**config.mk**
```make
export PLATFORM = sky130hd
export DESIGN_NAME = ty_axis_vect_tx
export DESIGN_NICKNAME = d
export VERILOG_FILES = /design/src/rtl/ty_axis_vect_tx.sv
export SDC_FILE = /design/constraint.sdc
export NUM_CORES = 1
export LEC_CHECK = 0
export ABC_AREA = 1
export BUFFER_PORTS_ARGS = -buffer_cell sky130_fd_sc_hd__buf_2
export CORE_MARGIN = 2
export CORE_UTILIZATION = 40
export DETAILED_ROUTE_END_ITERATION = 16
export PLACE_DENSITY_LB_ADDON = 0.05
export SYNTH_ARGS = -nofsm -noshare
export SYNTH_HDL_FRONTEND = slang
export SYNTH_SLANG_ARGS = --single-unit
```
**constraint.sdc**
```tcl
create_clock -name aclk -period 2.1 [get_ports aclk]
set_clock_uncertainty 0.2 [all_clocks]
set_input_delay 0.21 -clock aclk [delete_from_list [all_inputs] [get_ports aclk]]
set_output_delay 0.21 -clock aclk [all_outputs]
set_load 0.1 [all_outputs]
```
**src/rtl/ty_axis_vect_tx.sv**
```systemverilog
// Dual-channel AXI4-Stream vector transmitter: packs scalar words into vectors,
// buffers them in a 2-entry FIFO per channel and streams C_LEN vectors per run.
module ty_axis_vect_tx #(
    parameter int unsigned C_DATA_WIDTH   = 128,
    parameter int unsigned C_WORD_WIDTH   = 32,
    parameter int unsigned C_NUM_CHANNELS = 2,
    parameter int unsigned C_LEN          = 1024
) (
    input  logic                                         aclk,
    input  logic                                         areset,
    input  logic                                         start,
    output logic                                         busy,
    output logic                                         done,
    input  logic [C_NUM_CHANNELS-1:0]                    w_tvalid,
    input  logic [C_NUM_CHANNELS-1:0][C_WORD_WIDTH-1:0]  w_tdata,
    output logic [C_NUM_CHANNELS-1:0]                    w_tready,
    output logic [C_NUM_CHANNELS-1:0]                    m_tvalid,
    output logic [C_NUM_CHANNELS-1:0][C_DATA_WIDTH-1:0]  m_tdata,
    input  logic [C_NUM_CHANNELS-1:0]                    m_tready
);

    localparam int unsigned LANES     = C_DATA_WIDTH / C_WORD_WIDTH;
    localparam int unsigned LANE_W    = (LANES > 1) ? $clog2(LANES) : 1;
    localparam int unsigned VEC_W     = $clog2(C_LEN + 1);
    localparam int unsigned LAST_LSB  = (LANES - 1) * C_WORD_WIDTH;
    localparam logic [LANE_W-1:0] LAST_LANE = LANE_W'(LANES - 1);
    localparam logic [VEC_W-1:0]  VEC_MAX   = VEC_W'(C_LEN);
    localparam logic [VEC_W-1:0]  VEC_LAST  = VEC_W'(C_LEN - 1);

    typedef enum logic [1:0] {StIdle, StRun, StDrain, StDone} state_e;

    state_e r_state;
    state_e w_state_next;
    logic   w_run_start;

    logic [C_NUM_CHANNELS-1:0] w_push;
    logic [C_NUM_CHANNELS-1:0] w_pop;
    logic [C_NUM_CHANNELS-1:0] w_len_reached;
    logic [C_NUM_CHANNELS-1:0] w_drained;

    assign w_run_start = (r_state == StIdle) && start;

    for (genvar c = 0; c < C_NUM_CHANNELS; c++) begin : g_ch
        logic [LANE_W-1:0]       r_lane;
        logic [VEC_W-1:0]        r_vec;
        logic [C_DATA_WIDTH-1:0] r_pack;
        logic [C_DATA_WIDTH-1:0] r_mem [2];
        logic                    r_wr_ptr;
        logic                    r_rd_ptr;
        logic [1:0]              r_cnt;
        logic                    w_last;
        logic                    w_ready;
        logic                    w_accept;
        logic [C_DATA_WIDTH-1:0] w_vec;

        assign w_last   = (r_lane == LAST_LANE);
        // Ready depends only on registered state, so no path from m_tready.
        assign w_ready  = (r_state == StRun) && (r_vec < VEC_MAX)
                          && (!w_last || (r_cnt < 2'd2));
        assign w_accept = w_tvalid[c] && w_ready;
        assign w_push[c] = w_accept && w_last;
        assign w_pop[c]  = (r_cnt != 2'd0) && m_tready[c];

        // Counts the push happening this cycle so DRAIN is entered right after it.
        assign w_len_reached[c] = (r_vec == VEC_MAX) || (w_push[c] && (r_vec == VEC_LAST));
        // Empty now, or emptied by the pop of this cycle.
        assign w_drained[c] = (r_cnt == 2'd0) || ((r_cnt == 2'd1) && w_pop[c]);

        // Completed vector: pack register with the current word in the top lane.
        always_comb begin
            w_vec = r_pack;
            w_vec[LAST_LSB +: C_WORD_WIDTH] = w_tdata[c];
        end

        // Lane/vector counters and pack register; cleared when a run is launched.
        always_ff @(posedge aclk or negedge areset) begin
            if (!areset) begin
                r_lane <= '0;
                r_vec  <= '0;
                r_pack <= '0;
            end else if (w_run_start) begin
                r_lane <= '0;
                r_vec  <= '0;
                r_pack <= '0;
            end else if (w_accept) begin
                r_pack[r_lane*C_WORD_WIDTH +: C_WORD_WIDTH] <= w_tdata[c];
                if (w_last) begin
                    r_lane <= '0;
                    r_vec  <= r_vec + 1'b1;
                end else begin
                    r_lane <= r_lane + 1'b1;
                end
            end
        end

        // Two-entry vector FIFO; head entry drives m_tdata directly.
        always_ff @(posedge aclk or negedge areset) begin
            if (!areset) begin
                r_mem[0] <= '0;
                r_mem[1] <= '0;
                r_wr_ptr <= 1'b0;
                r_rd_ptr <= 1'b0;
                r_cnt    <= 2'd0;
            end else begin
                if (w_push[c]) begin
                    r_mem[r_wr_ptr] <= w_vec;
                    r_wr_ptr        <= ~r_wr_ptr;
                end
                if (w_pop[c]) begin
                    r_rd_ptr <= ~r_rd_ptr;
                end
                case ({w_push[c], w_pop[c]})
                    2'b10:   r_cnt <= r_cnt + 1'b1;
                    2'b01:   r_cnt <= r_cnt - 1'b1;
                    default: r_cnt <= r_cnt;
                endcase
            end
        end

        assign w_tready[c] = w_ready;
        assign m_tvalid[c] = (r_cnt != 2'd0);
        assign m_tdata[c]  = r_mem[r_rd_ptr];
    end

    // Run-control state register.
    always_ff @(posedge aclk or negedge areset) begin
        if (!areset) begin
            r_state <= StIdle;
        end else begin
            r_state <= w_state_next;
        end
    end

    // Run-control next state; start is only honoured in IDLE.
    always_comb begin
        w_state_next = r_state;
        unique case (r_state)
            StIdle:  if (start) w_state_next = StRun;
            StRun:   if (&w_len_reached) w_state_next = StDrain;
            StDrain: if (&w_drained) w_state_next = StDone;
            StDone:  w_state_next = StIdle;
            default: w_state_next = StIdle;
        endcase
    end

    assign busy = (r_state != StIdle);
    assign done = (r_state == StDone);

endmodule

```
; ---- Word level (Yosys, flattened, before mapping)
; Index checks and enable logic that the tools add are counted.
; Widths: inputs -> output; s select.
[totals]
word_cells = 145
regBits = 804
out_inout_bits = 262
in_bits = 71
[op_classes]
order_cmp = 10
mux = 36
n_reduce_logical = 42
n_shift = 4
n_addsub = 10
n_bitwise = 8
eq_ne = 18
[op_table]
columns = operator, count
row1 = $mux 128, 12
row2 = $bwmux 256, 2
row3 = $bwmux 128, 2
row4 = $demux 128 s1, 2
row5 = $shift 32x34->128 const A, 2
row6 = $shiftx 32x34->128, 2
row7 = $neg 7->34, 2
row8 = $mux 11, 6
row9 = $add 11x1->11 const B, 2
row10 = $eq 11x10->1 const B, 2
row11 = $eq 11x11->1 const B, 2
row12 = $lt 11x11->1 const B, 2
row13 = $mux 2, 9
row14 = $reduce_bool 2->1, 9
row15 = $logic_and 1x1->1, 17
row16 = $eq 2x2->1 const B, 6
row17 = $eq 2x1->1 const B, 5
row18 = $add 2x1->2 const B, 4
row19 = $ge 2x2->1 const B, 4
row20 = $not 1->2, 4
row21 = $pmux 2 s2, 2
row22 = $pmux 2 s4, 1
row23 = $reduce_and 2->1, 4
row24 = $logic_not 2->1, 3
row25 = 9 further kinds, 22

; ---- Depth between registers and ports, before layout
[logic_depth]
ltp_word = 11
ltp_mapped = 12
ltp_nobuf = 12

; ---- Worst setup path after synthesis
; OpenSTA, ideal clock, no wires.
[synth_path]
kind = reg2reg
startpoint = register r_state[1]
endpoint = register g_ch[1].r_mem[244] (netlist bit)
arrival_time_ps = 1833
path_slack_ps = -52
n_path_buf = 3
required_ps = 1781
path_stages_with_launch = 12
setup_time_ps = 119
period_less_slack_ps = 2152
cell_sequence = dfrtp_1 -> inv_1 -> ha_1 -> nand4_2 -> nor2_2 -> inv_2 -> or2_1 -> buf_2 -> buf_6 -> buf_2 -> nand2_1 -> o21ai_2
[synth_via]
elab_chain_len = 5
[synth_lines]
columns = item, line
row1 = start: declaration, 32  ; state_e r_state;
row2 = start signal: assignment, 128  ; r_state <= StIdle;
row3 = start signal: assignment, 130  ; r_state <= w_state_next;
row4 = $eq 2x1->1, 58  ; assign w_ready = (r_state == StRun) && (r_vec < VEC_MAX)
row5 = $logic_and 1x1->1, 58
row6 = $logic_and 1x1->1, 59  ; && (!w_last || (r_cnt < 2'd2));
row7 = $logic_and 1x1->1, 60  ; assign w_accept = w_tvalid[c] && w_ready;
row8 = $logic_and 1x1->1, 61  ; assign w_push[c] = w_accept && w_last;
row9 = end signal: indexed assignment, 106  ; r_mem[r_wr_ptr] <= w_vec;
row10 = end: declaration, 47  ; logic [C_DATA_WIDTH-1:0] r_mem [2];
; Every way passes these cells.
; A chain may end at the register's enable or synchronous reset.

==> impl_metrics.csv <==
group,metric,value,unit
timing,rsz0062_at_grt,"yes",
run_status,violations,"negative setup slack",
worst_setup_path,crit_path_end_kind,"output pin",
drt,antenna_left,0,
logic_synthesis,synth.net_count,3764,
logic_synthesis,synth_async_sr_flop_share,1.000,
power,powerDensity,1212,mW/mm2
timing,fmax,418.7,MHz
logic_synthesis,synth_area_leader_cell,"dfrtp_1",
floorplan,rows,104,
floorplan,core_area,0.08055,mm2
logic_synthesis,netlist_area,0.03256,mm2
worst_setup_path,critPathMaxStageDelay,0.53,ns
floorplan,fp.dieH,289.3,um
logic_synthesis,ys.flop_type,"dfrtp_1",
worst_setup_path,critical_path.cell_chain,"inv_8 > buf_12 > buf_8 > buf_6 > nand2_4 > nand2_4 > buf_12",
logic_synthesis,synth_edf_count,0,
worst_setup_path,reg2reg_depth,9,
floorplan,io_pins,333,
global_route,grt_max_degree,93,
cells_and_area,final.fill_count,7043,
timing,hold_ws,0.1234,ns
timing,hold_violations,0,
timing,finalSetupViolCount,256,
global_route,grt_pass1_vias,24870,
power,vdd_ir_drop_max,0.0008148,V
floorplan,die_area,0.08370,mm2
drt,wirelength,101600,um
clock_network,clkSinkCount,740,
worst_setup_path,start_kind,"flop",
timing,slew_headroom,0.4234,
global_route,grt_util_all_layers,0.2404,
place,dp.cells,4962,
clock_network,cts_buffers,83,
logic_synthesis,yosysSeqAreaShare,0.5687,
global_route,grt_overflow,0,
logic_synthesis,synth_warnings,0,
logic_synthesis,netlist.area_leader.share,0.5687,
worst_setup_path,r2r_slack,0,ns
timing,min_period,2.388,ns
floorplan,initial_utilization,0.4042,
worst_setup_path,timing.rr.start,"r_state[0]",
worst_setup_path,cpMaxStageDelayCell,"dfrtp_4",
place,dpl.hpwl,67090,um
drt,viasPerCell,5.004,
drt,post_drt_wl_per_cell,19.43,um
logic_synthesis,synth_area_leaders,"dfrtp_1, nand2_1, o21ai_2, o21ai_0, inv_1",
logic_synthesis,synth.distinct_cells,35,
hold_path,hold_path.class,"in -> async",
run_status,status,"finished with violations",
job,max_cap_violations,0,
logic_synthesis,ys_seq_elements,740,
drt,num_vias,26150,
worst_setup_path,cp.arrival,1.98,ns
power,p_leak,21.74,nW
clock_network,insertion_delay,0.62,ns
cells_and_area,synthToLayoutAreaGrowth,42.68,%
worst_setup_path,crit_fanout,7,
clock_network,cts_root_buf,"clkbuf_16",
cells_and_area,multiInputGateArea,0.01348,mm2
worst_setup_path,path_class,"reg -> out",
cells_and_area,nets,4201,
drt,drcViolationCount,0,
global_route,grt_pass1_wl,154400,um
clock_network,cts.path.max_buffers,3,
worst_setup_path,rr_endpoint,"g_ch[1].r_mem[203]",
place,gp_congestion,0.8026,
timing,worst-slew-pin-transition,0.8620,ns
clock_network,cts_tree,"built",
clock_network,h-tree-depth,3,
global_route,antenna_found_initial,2,
clock_network,path_clk_slew,0.06,ns
logic_synthesis,syn_avg_cell_area,8.872,um2
drt,drt_iter0_drc,2162,
timing,fin_crit_sh,1.137,
drt,first_pass_iters,5,
cells_and_area,layoutNonFillerInstCount,5226,
place,port_buffers,332,
cells_and_area,seqCellArea,0.01853,mm2
worst_setup_path,required,1.69,ns
logic_synthesis,syn_inst,3670,
timing,drv_slew,0,
floorplan,die_w,289.3,um
timing,setup_ws,-0.2882,ns
cells_and_area,drive_gt1_frac,0.3067,
kinds of logic after synthesis:
kind of cell	Yosys count	share of synthesized area
DFF	740	0.5687
AOI/OAI and AO/OA	749	0.1533
xor gates and xnor gates	6	0.001614
buffers and inverters	542	0.07532
adders and majority gates	23	0.008838
and+or+nand+nor	1610	0.1922
critical path: cells and delay by family (launching register included):
| family | cells | cell delay, ns |
|---|---|---|
| buffers and inverters | 5 | 0.69 |
| flip-flops | 1 | 0.53 |
| AND/OR/NAND/NOR | 2 | 0.13 |
flip-flops by register name (all words and copies together) (netlist names):
register       flops
g_ch.r_wr_ptr      2
g_ch.r_pack      192
r_state            2
g_ch.r_lane        4
g_ch.r_mem       512
g_ch.r_cnt         4
g_ch.r_vec        22
g_ch.r_rd_ptr      2
worst max-delay path by stage:
stage	startpoint	end	slack [ns]	depth (start not counted)
final	g_ch[1].r_rd_ptr	m_tdata[217]	-0.29	7
after floorplan	r_state[0]	g_ch[1].r_pack[95]	-0.02	10
after global routing	g_ch[1].r_rd_ptr	m_tdata[205]	-0.33	6
after detailed placement	r_state[0]	g_ch[0].r_pack[79]	-0.02	9
after global placement	g_ch[1].r_lane[1]	g_ch[1].r_mem[210]	-0.04	9
after CTS	g_ch[1].r_rd_ptr	m_tdata[188]	-0.32	5
synth_stat cells (4+ instances only):
library cell,number
nand3_1,81
o21ai_1,24
buf_6,52
o32ai_1,64
inv_1,304
ha_1,23
a21oi_1,13
nor2_1,61
clkbuf_1,158
o31ai_1,66
buf_2,12
xnor2_1,4
buf_1,6
nor3_1,8
nand2_1,1434
nand4_1,14
o21ai_0,358
dfrtp_1,740
o21ai_2,222
layout make-up:
type,count,share of cell area
Sequential cell,740,0.3988
Multi-Input combinational cell,2388,0.2903
Timing Repair Buffer,584,0.1969
Clock buffer,117,0.05311
Tap cell,1060,0.02855
Inverter,310,0.02553
Clock inverter,25,0.006733
Antenna cell,2,0.0001077
cell usage in the layout, fill, tap and decap left out, drive strengths merged, types with 7 or more instances in the layout:
cell type    synthesis  final
a21oi               13     13
buf                 72    500
bufinv               0      7
clkbuf             160    129
clkinv               2     17
dfrtp              740    740
dlygate4sd3          0     71
ha                  23     23
inv                308    309
nand2             1434   1434
nand3               81     81
nand4               16     16
nor2                63     63
nor3                 8      8
o21ai              604    604
o31ai               66     66
o32ai               64     64
per-stage QoR:
step | total power, W | TNS (ns) | instance area (um2) | setup WS (ns) | util
floorplan | 0.02942 | -0.2417 | 33170 | -0.01860 | -
global placement | 0.03733 | -1.724 | 40540 | -0.03545 | 0.5032
detailed placement | 0.03746 | -0.1881 | 40540 | -0.01751 | 0.5032
CTS | 0.05480 | -66.12 | 45030 | -0.3155 | 0.5590
global route | 0.05873 | -100.52 | 46450 | -0.3297 | 0.5767
finish | 0.05630 | -55.74 | 46460 | -0.2882 | 0.5768
repair_timing:
action / in CTS / in global routing
setup endpoints to repair: 352 / 801
endpoints found under the hold margin: 1021 / 0
hold buffers: 71 / 0
cloned: 15 / 16
buffers inserted: 14 / 6
gates resized for setup: 129 / 264
pin swaps: 22 / 92
metal layers:
metal | global-route usage | vias to the layer above | share of wire
met1 | 0.3821 | 12730 | 0.50
li1 | - | 12670 | -
met2 | 0.3400 | 639 | 0.43
met4 | 0.05902 | 0 | 0.021
met3 | 0.03630 | 118 | 0.050
met5 | 0 | - | 0
where the power goes:
part / internal (W) / switching, W
Sequential: 0.0165 / 0.00117
Clock: 0.00899 / 0.00589
Combinational: 0.00861 / 0.0151
Total: 0.0341 / 0.0222
(Power assumes the default switching activity.)
